`config.mk`:
```
export PLATFORM = sky130hd
export DESIGN_NAME = coord_bcd_latch
export DESIGN_NICKNAME = d
export VERILOG_FILES = /design/src/rtl/coord_pkg.sv /design/src/rtl/bcd_dabble_step.sv /design/src/rtl/coord_bcd_latch.sv
export SDC_FILE = /design/constraint.sdc
export NUM_CORES = 1
export LEC_CHECK = 0
export BUFFER_PORTS_ARGS = -buffer_cell sky130_fd_sc_hd__buf_2
export CELL_PAD_IN_SITES_DETAIL_PLACEMENT = 1
export CELL_PAD_IN_SITES_GLOBAL_PLACEMENT = 2
export CORE_ASPECT_RATIO = 0.6
export CORE_MARGIN = 2
export CORE_UTILIZATION = 44
export CTS_BUF_LIST = sky130_fd_sc_hd__clkbuf_4
export DETAILED_ROUTE_END_ITERATION = 6
export PLACE_DENSITY = 0.94
export SLEW_MARGIN = 20
export SYNTH_ARGS = -nofsm -noshare
export SYNTH_HDL_FRONTEND = slang
export SYNTH_SLANG_ARGS = --single-unit
```
`constraint.sdc`:
```
create_clock -name clk -period 12.9 [get_ports clk]
set_input_delay 2.58 -clock clk [delete_from_list [all_inputs] [get_ports clk]]
set_output_delay 2.58 -clock clk [all_outputs]
set_load 0.005 [all_outputs]
```
`src/rtl/coord_pkg.sv`:
```
// Shared constants and FSM state type for the coordinate-to-BCD latch.
package coord_pkg;

  localparam int COORD_W_DEF = 10;
  localparam int BCD_W       = 16;
  localparam int DISP_MAX    = 999;
  localparam int N_AXES      = 3;

  typedef enum logic [1:0] {
    IDLE    = 2'd0,
    CONVERT = 2'd1,
    COMMIT  = 2'd2
  } state_t;

endpackage

```
`src/rtl/bcd_dabble_step.sv`:
```
// One double-dabble step: add 3 to every nibble >= 5, then shift left taking bit_i.
module bcd_dabble_step
  import coord_pkg::*;
(
  input  logic [BCD_W-1:0] scratch_i,
  input  logic             bit_i,
  output logic [BCD_W-1:0] scratch_o
);

  logic [BCD_W-1:0] adj;

  for (genvar gi = 0; gi < BCD_W / 4; gi++) begin : g_nib
    assign adj[gi*4 +: 4] = (scratch_i[gi*4 +: 4] >= 4'd5) ? scratch_i[gi*4 +: 4] + 4'd3
                                                           : scratch_i[gi*4 +: 4];
  end

  assign scratch_o = (adj << 1) | {{(BCD_W-1){1'b0}}, bit_i};

endmodule

```
`src/rtl/coord_bcd_latch.sv`:
```
// Captures x/y/z on frame_start, converts them serially to BCD and commits all three at once.
// Optional macro COORD_CLAMP_999_EN clamps captured operands above 999 to 999.
module coord_bcd_latch
  import coord_pkg::*;
#(
  parameter int COORD_W = COORD_W_DEF
) (
  input  logic               clk,
  input  logic               rst,
  input  logic               frame_start,
  input  logic [COORD_W-1:0] x,
  input  logic [COORD_W-1:0] y,
  input  logic [COORD_W-1:0] z,
  output logic [BCD_W-1:0]   x_bcd,
  output logic [BCD_W-1:0]   y_bcd,
  output logic [BCD_W-1:0]   z_bcd,
  output logic               valid,
  output logic               busy,
  output logic               overrun
);

  localparam int                BIT_W    = $clog2(COORD_W);
  localparam logic [BIT_W-1:0] LAST_BIT = BIT_W'(COORD_W - 1);

  state_t             state_q, state_d;
  logic [1:0]         axis_q, axis_d;
  logic [BIT_W-1:0]   bit_q, bit_d;
  logic [COORD_W-1:0] op_q [N_AXES];
  logic [COORD_W-1:0] op_d [N_AXES];
  logic [BCD_W-1:0]   shadow_q [N_AXES];
  logic [BCD_W-1:0]   shadow_d [N_AXES];
  logic [BCD_W-1:0]   scratch_q, scratch_d;
  logic [BCD_W-1:0]   x_bcd_q, x_bcd_d, y_bcd_q, y_bcd_d, z_bcd_q, z_bcd_d;
  logic               valid_q, valid_d, overrun_q, overrun_d;
  logic [COORD_W-1:0] cur_op;
  logic [BCD_W-1:0]   step_out;

  function automatic logic [COORD_W-1:0] capture(input logic [COORD_W-1:0] v);
`ifdef COORD_CLAMP_999_EN
    if (32'(v) > 32'(DISP_MAX)) return COORD_W'(DISP_MAX);
`endif
    return v;
  endfunction

  always_comb begin
    case (axis_q)
      2'd0:    cur_op = op_q[0];
      2'd1:    cur_op = op_q[1];
      default: cur_op = op_q[2];
    endcase
  end

  bcd_dabble_step u_step (
    .scratch_i (scratch_q),
    .bit_i     (cur_op[COORD_W-1]),
    .scratch_o (step_out)
  );

  always_comb begin
    state_d   = state_q;
    axis_d    = axis_q;
    bit_d     = bit_q;
    scratch_d = scratch_q;
    for (int i = 0; i < N_AXES; i++) begin
      op_d[i]     = op_q[i];
      shadow_d[i] = shadow_q[i];
    end
    x_bcd_d   = x_bcd_q;
    y_bcd_d   = y_bcd_q;
    z_bcd_d   = z_bcd_q;
    valid_d   = valid_q;
    overrun_d = overrun_q;

    case (state_q)
      IDLE: begin
        if (frame_start) begin
          op_d[0]   = capture(x);
          op_d[1]   = capture(y);
          op_d[2]   = capture(z);
          axis_d    = 2'd0;
          bit_d     = '0;
          scratch_d = '0;
          state_d   = CONVERT;
        end
      end
      CONVERT: begin
        if (frame_start) overrun_d = 1'b1;
        for (int i = 0; i < N_AXES; i++) begin
          if (axis_q == 2'(i)) op_d[i] = cur_op << 1;
        end
        if (bit_q == LAST_BIT) begin
          for (int i = 0; i < N_AXES; i++) begin
            if (axis_q == 2'(i)) shadow_d[i] = step_out;
          end
          scratch_d = '0;
          bit_d     = '0;
          if (axis_q == 2'(N_AXES - 1)) state_d = COMMIT;
          else                          axis_d  = axis_q + 2'd1;
        end else begin
          scratch_d = step_out;
          bit_d     = bit_q + 1'b1;
        end
      end
      COMMIT: begin
        if (frame_start) overrun_d = 1'b1;
        // The only place the visible digits change, all three together.
        x_bcd_d = shadow_q[0];
        y_bcd_d = shadow_q[1];
        z_bcd_d = shadow_q[2];
        valid_d = 1'b1;
        state_d = IDLE;
      end
      default: state_d = IDLE;
    endcase
  end

  always_ff @(posedge clk or posedge rst) begin
    if (rst) begin
      state_q   <= IDLE;
      axis_q    <= '0;
      bit_q     <= '0;
      scratch_q <= '0;
      for (int i = 0; i < N_AXES; i++) begin
        op_q[i]     <= '0;
        shadow_q[i] <= '0;
      end
      x_bcd_q   <= '0;
      y_bcd_q   <= '0;
      z_bcd_q   <= '0;
      valid_q   <= 1'b0;
      overrun_q <= 1'b0;
    end else begin
      state_q   <= state_d;
      axis_q    <= axis_d;
      bit_q     <= bit_d;
      scratch_q <= scratch_d;
      for (int i = 0; i < N_AXES; i++) begin
        op_q[i]     <= op_d[i];
        shadow_q[i] <= shadow_d[i];
      end
      x_bcd_q   <= x_bcd_d;
      y_bcd_q   <= y_bcd_d;
      z_bcd_q   <= z_bcd_d;
      valid_q   <= valid_d;
      overrun_q <= overrun_d;
    end
  end

  assign x_bcd   = x_bcd_q;
  assign y_bcd   = y_bcd_q;
  assign z_bcd   = z_bcd_q;
  assign valid   = valid_q;
  assign overrun = overrun_q;
  assign busy    = (state_q != IDLE);

endmodule

```
==> impl_metrics.py <==
metrics = {
    "status": {
        "outcome": "complete, no violations",
    },
    "synthesis": {
        "synth_area_sq_mm": 0.00673,
        "yosys_warnings": 0,
        "avgSynthCellArea_sq_um": 12.2,
        "ys.flop_type": "dfrtp_1",
        "synth-seq-cells": 152,
        "post-synth-top-area-fraction_pct": 56.6,
        "yosys.area.top_type": "dfrtp_1",
        "syn_nets": 602,
        "synth_edf_count": 0,
        "ys_types": 43,
        "synth.yosys.seq_area_share_pct": 56.6,
        "synthTopCellsByArea": "dfrtp_1 57%, mux2_2 10%, o21ai_0 3.4%, ha_1 3.0%, nand2b_1 2.9%",
        "synth_cells": 553,
        "synthArstFlopShare_pct": 100,
    },
    "layout": {
        "fin_area_sq_mm": 0.00757,
        "drive_above_1_share_pct": 31.8,
        "finalNonFillerCells": 843,
        "area_growth_syn_to_layout_pct": 12.5,
        "n_fill_cell": 1611,
        "nets": 680,
    },
    "critical_path": {
        "critPathMaxFanout": 9,
        "crit_arrival_ps": 1880,
        "cp.buffers_inverters": 3,
        "crit_required_ps": 10320,
        "path_class": "register to primary output",
        "cp-start-kind": "register",
        "crit_path_end_kind": "primary output",
        "cp_top_family": "buffers and inverters",
        "crit_path_max_incr_delay_ps": 440,
        "crit_top_cell": "inv_1",
        "crit_chain": "inv_1 > ha_1 > inv_1 > buf_2",
        "cp_slowest_cell": "dfrtp_1",
    },
    "grt": {
        "grt_pass1_wl_mm": 26.0,
        "grt_pass1_vias": 4990,
        "grt_max_degree": 84,
        "grt_overflow": 0,
        "antenna_found_initial": 1,
        "grt_use_total_pct": 20.5,
    },
    "clock_network": {
        "hold_buffers": 0,
        "cts_tree": "done",
        "clk_latency_ps": 560,
        "cts.clk_slew.worst_paths_ps": 160,
        "postCtsSetupBuffers": 0,
        "cts_buffers": 17,
        "clock-sinks": 152,
        "htreeDepth": 4,
        "root_buffer": "clkbuf_4",
        "cts-resized-gates": 0,
        "clockBufferDepth": 2,
    },
    "power_and_ir_drop": {
        "powerDensity_mw_per_mm2": 179,
        "peakVddDrop_v": 0.0000610,
        "total_power_w": 0.00135,
        "p_leak_nw": 3.84,
    },
    "die": {
        "fp.dieH_um": 99.8,
        "coreArea_sq_mm": 0.0147,
        "initial_utilization_pct": 45.7,
        "die_x_um": 164,
        "rows": 34,
        "dieArea_sq_mm": 0.0163,
        "ioPinCount": 84,
    },
    "detailed_routing": {
        "drc_errors": 0,
        "dr.first_iter.drc_count": 170,
        "via_count": 4550,
        "first_pass_iters": 4,
        "drt-wirelength-per-cell_um": 18.8,
        "antenna_left": 0,
        "drt_wl_total_mm": 15.8,
        "vias_per_cell": 5.40,
    },
    "timing": {
        "setup_tns_ps": 0,
        "timing.fmax_mhz": 224,
        "fin_crit_ps": 4460,
        "finalHoldViolCount": 0,
        "post-route-period-util_pct": 34.6,
        "slew_viol_final": 0,
        "fin_hold_ws_ps": 480,
        "worst_pin_slew_ps": 798,
        "rsz0062_at_grt": "no",
        "relSlewSlack_pct": 46.7,
        "finalClockSkew_ps": 21.3,
        "setup_viol": 0,
    },
    "placement": {
        "post_dp_cell_area_sq_mm": 0.00725,
        "io_buffers": 83,
        "place.gp.congestion": 0.806,
        "hpwl_mm": 10.8,
        "dp_cells": 810,
    },
    "min_path": {
        "min_path_type": "register to register",
    },
    "flow_run": {
        "cap_viol_max_count": 0,
    },
}
[cell families after synthesis]
family / count (synthesis) / share of synthesized area [%]
flops: 152 / 56.6
mux: 80 / 13.9
xor+xnor: 5 / 0.651
fa+ha+maj: 16 / 2.98
compound gates: 124 / 11.3
simple gates: 133 / 11.2
buf+inv: 43 / 3.39
[state kept, by name, summed over array words and instances (netlist names)]
| name | flops |
|---|---|
| scratch_q | 16 |
| bit_q | 4 |
| overrun | 1 |
| z_bcd | 16 |
| op_q | 30 |
| axis_q | 2 |
| y_bcd | 16 |
| state_q | 2 |
| valid | 1 |
| shadow_q | 48 |
| x_bcd | 16 |
[per-layer routing]
layer,global-route usage (%),vias to the layer above,wire length [um]
li1,-,2103,-
met1,28.7,2364,7620
met2,32.9,70,7460
met3,3.38,13,630
met4,6.61,0,131
met5,0,-,0
[per-stage QoR]
| stage | setup slack (ps) | util [%] |
|---|---|---|
| 3_5_place_dp | 8630 | 49.2 |
| 4_1_cts | 8470 | 51.3 |
| 5_1_grt | 8320 | 51.4 |
| 6_report | 8440 | 51.4 |
| 2_1_floorplan | 6230 | - |
| 3_3_place_gp | 8690 | 49.2 |
[synthesized netlist by cell type, types with 4 or more instances]
cell / n
ha_1: 16
mux2_4: 12
dfrtp_1: 152
clkbuf_1: 6
nor2_1: 29
xnor2_1: 4
a31oi_1: 27
nor3b_1: 7
a221o_1: 4
nand2_1: 30
a22o_1: 20
inv_1: 17
a21oi_1: 19
buf_6: 5
o21ai_0: 46
mux2i_1: 7
and3_1: 4
nand3_1: 4
and2_1: 4
mux2_2: 61
o22ai_1: 5
buf_4: 5
and2_0: 4
nand2b_1: 31
buf_2: 8
[power by group]
| group | internal, W | switching (W) | leakage, nW |
|---|---|---|---|
| sequential | 0.000554 | 0.0000579 | 2.03 |
| combinational | 0.000162 | 0.000268 | 1.66 |
| clock | 0.000107 | 0.000204 | 0.153 |
[final cells by class]
cell class / instances / area, sq um / share of cell area, %
well taps: 198 / 248 / 3.27
multi-input cells: 358 / 2710 / 35.8
inverters: 17 / 68.8 / 0.909
diodes: 1 / 2.50 / 0.0331
clock buffers: 17 / 128 / 1.69
clock inverters: 15 / 174 / 2.30
repair buffers: 85 / 434 / 5.74
flip-flops and latches: 152 / 3800 / 50.3
[final timing paths]
path	to	start	slack (ps)	cells after the start
setup reg to reg	op_q[27]	axis_q[0]	10420	6
hold / removal	overrun	overrun	480	1
max in group asynchronous	shadow_q[42]	rst	9640	3
setup / recovery	busy	state_q[1]	8440	4
hold reg to reg	overrun	overrun	480	1
min in group asynchronous	op_q[20]	rst	2090	2
[worst register-to-register path: stages (launching register included)]
cell and delay (ps):
dfrtp_1 460, inv_1 110, ha_1 620, nor2_1 340
and2_1 260, o21ai_0 370, a31oi_1 160
[layout by cell type, fill, tap and decap left out, types with 5 or more instances in the layout]
master and instances:
mux2_4 12, inv_6 6, ha_1 15, nor2_1 29, a22o_1 20, a21oi_1 19, a31oi_1 27, inv_1 16
o22ai_1 5, mux2i_1 7, clkbuf_4 17, nor3b_1 7, nand2_1 30, buf_2 83, dfrtp_1 152, nand2b_1 31
o21ai_0 46, mux2_2 61
No activity file was read; power rests on OpenSTA's default activity.
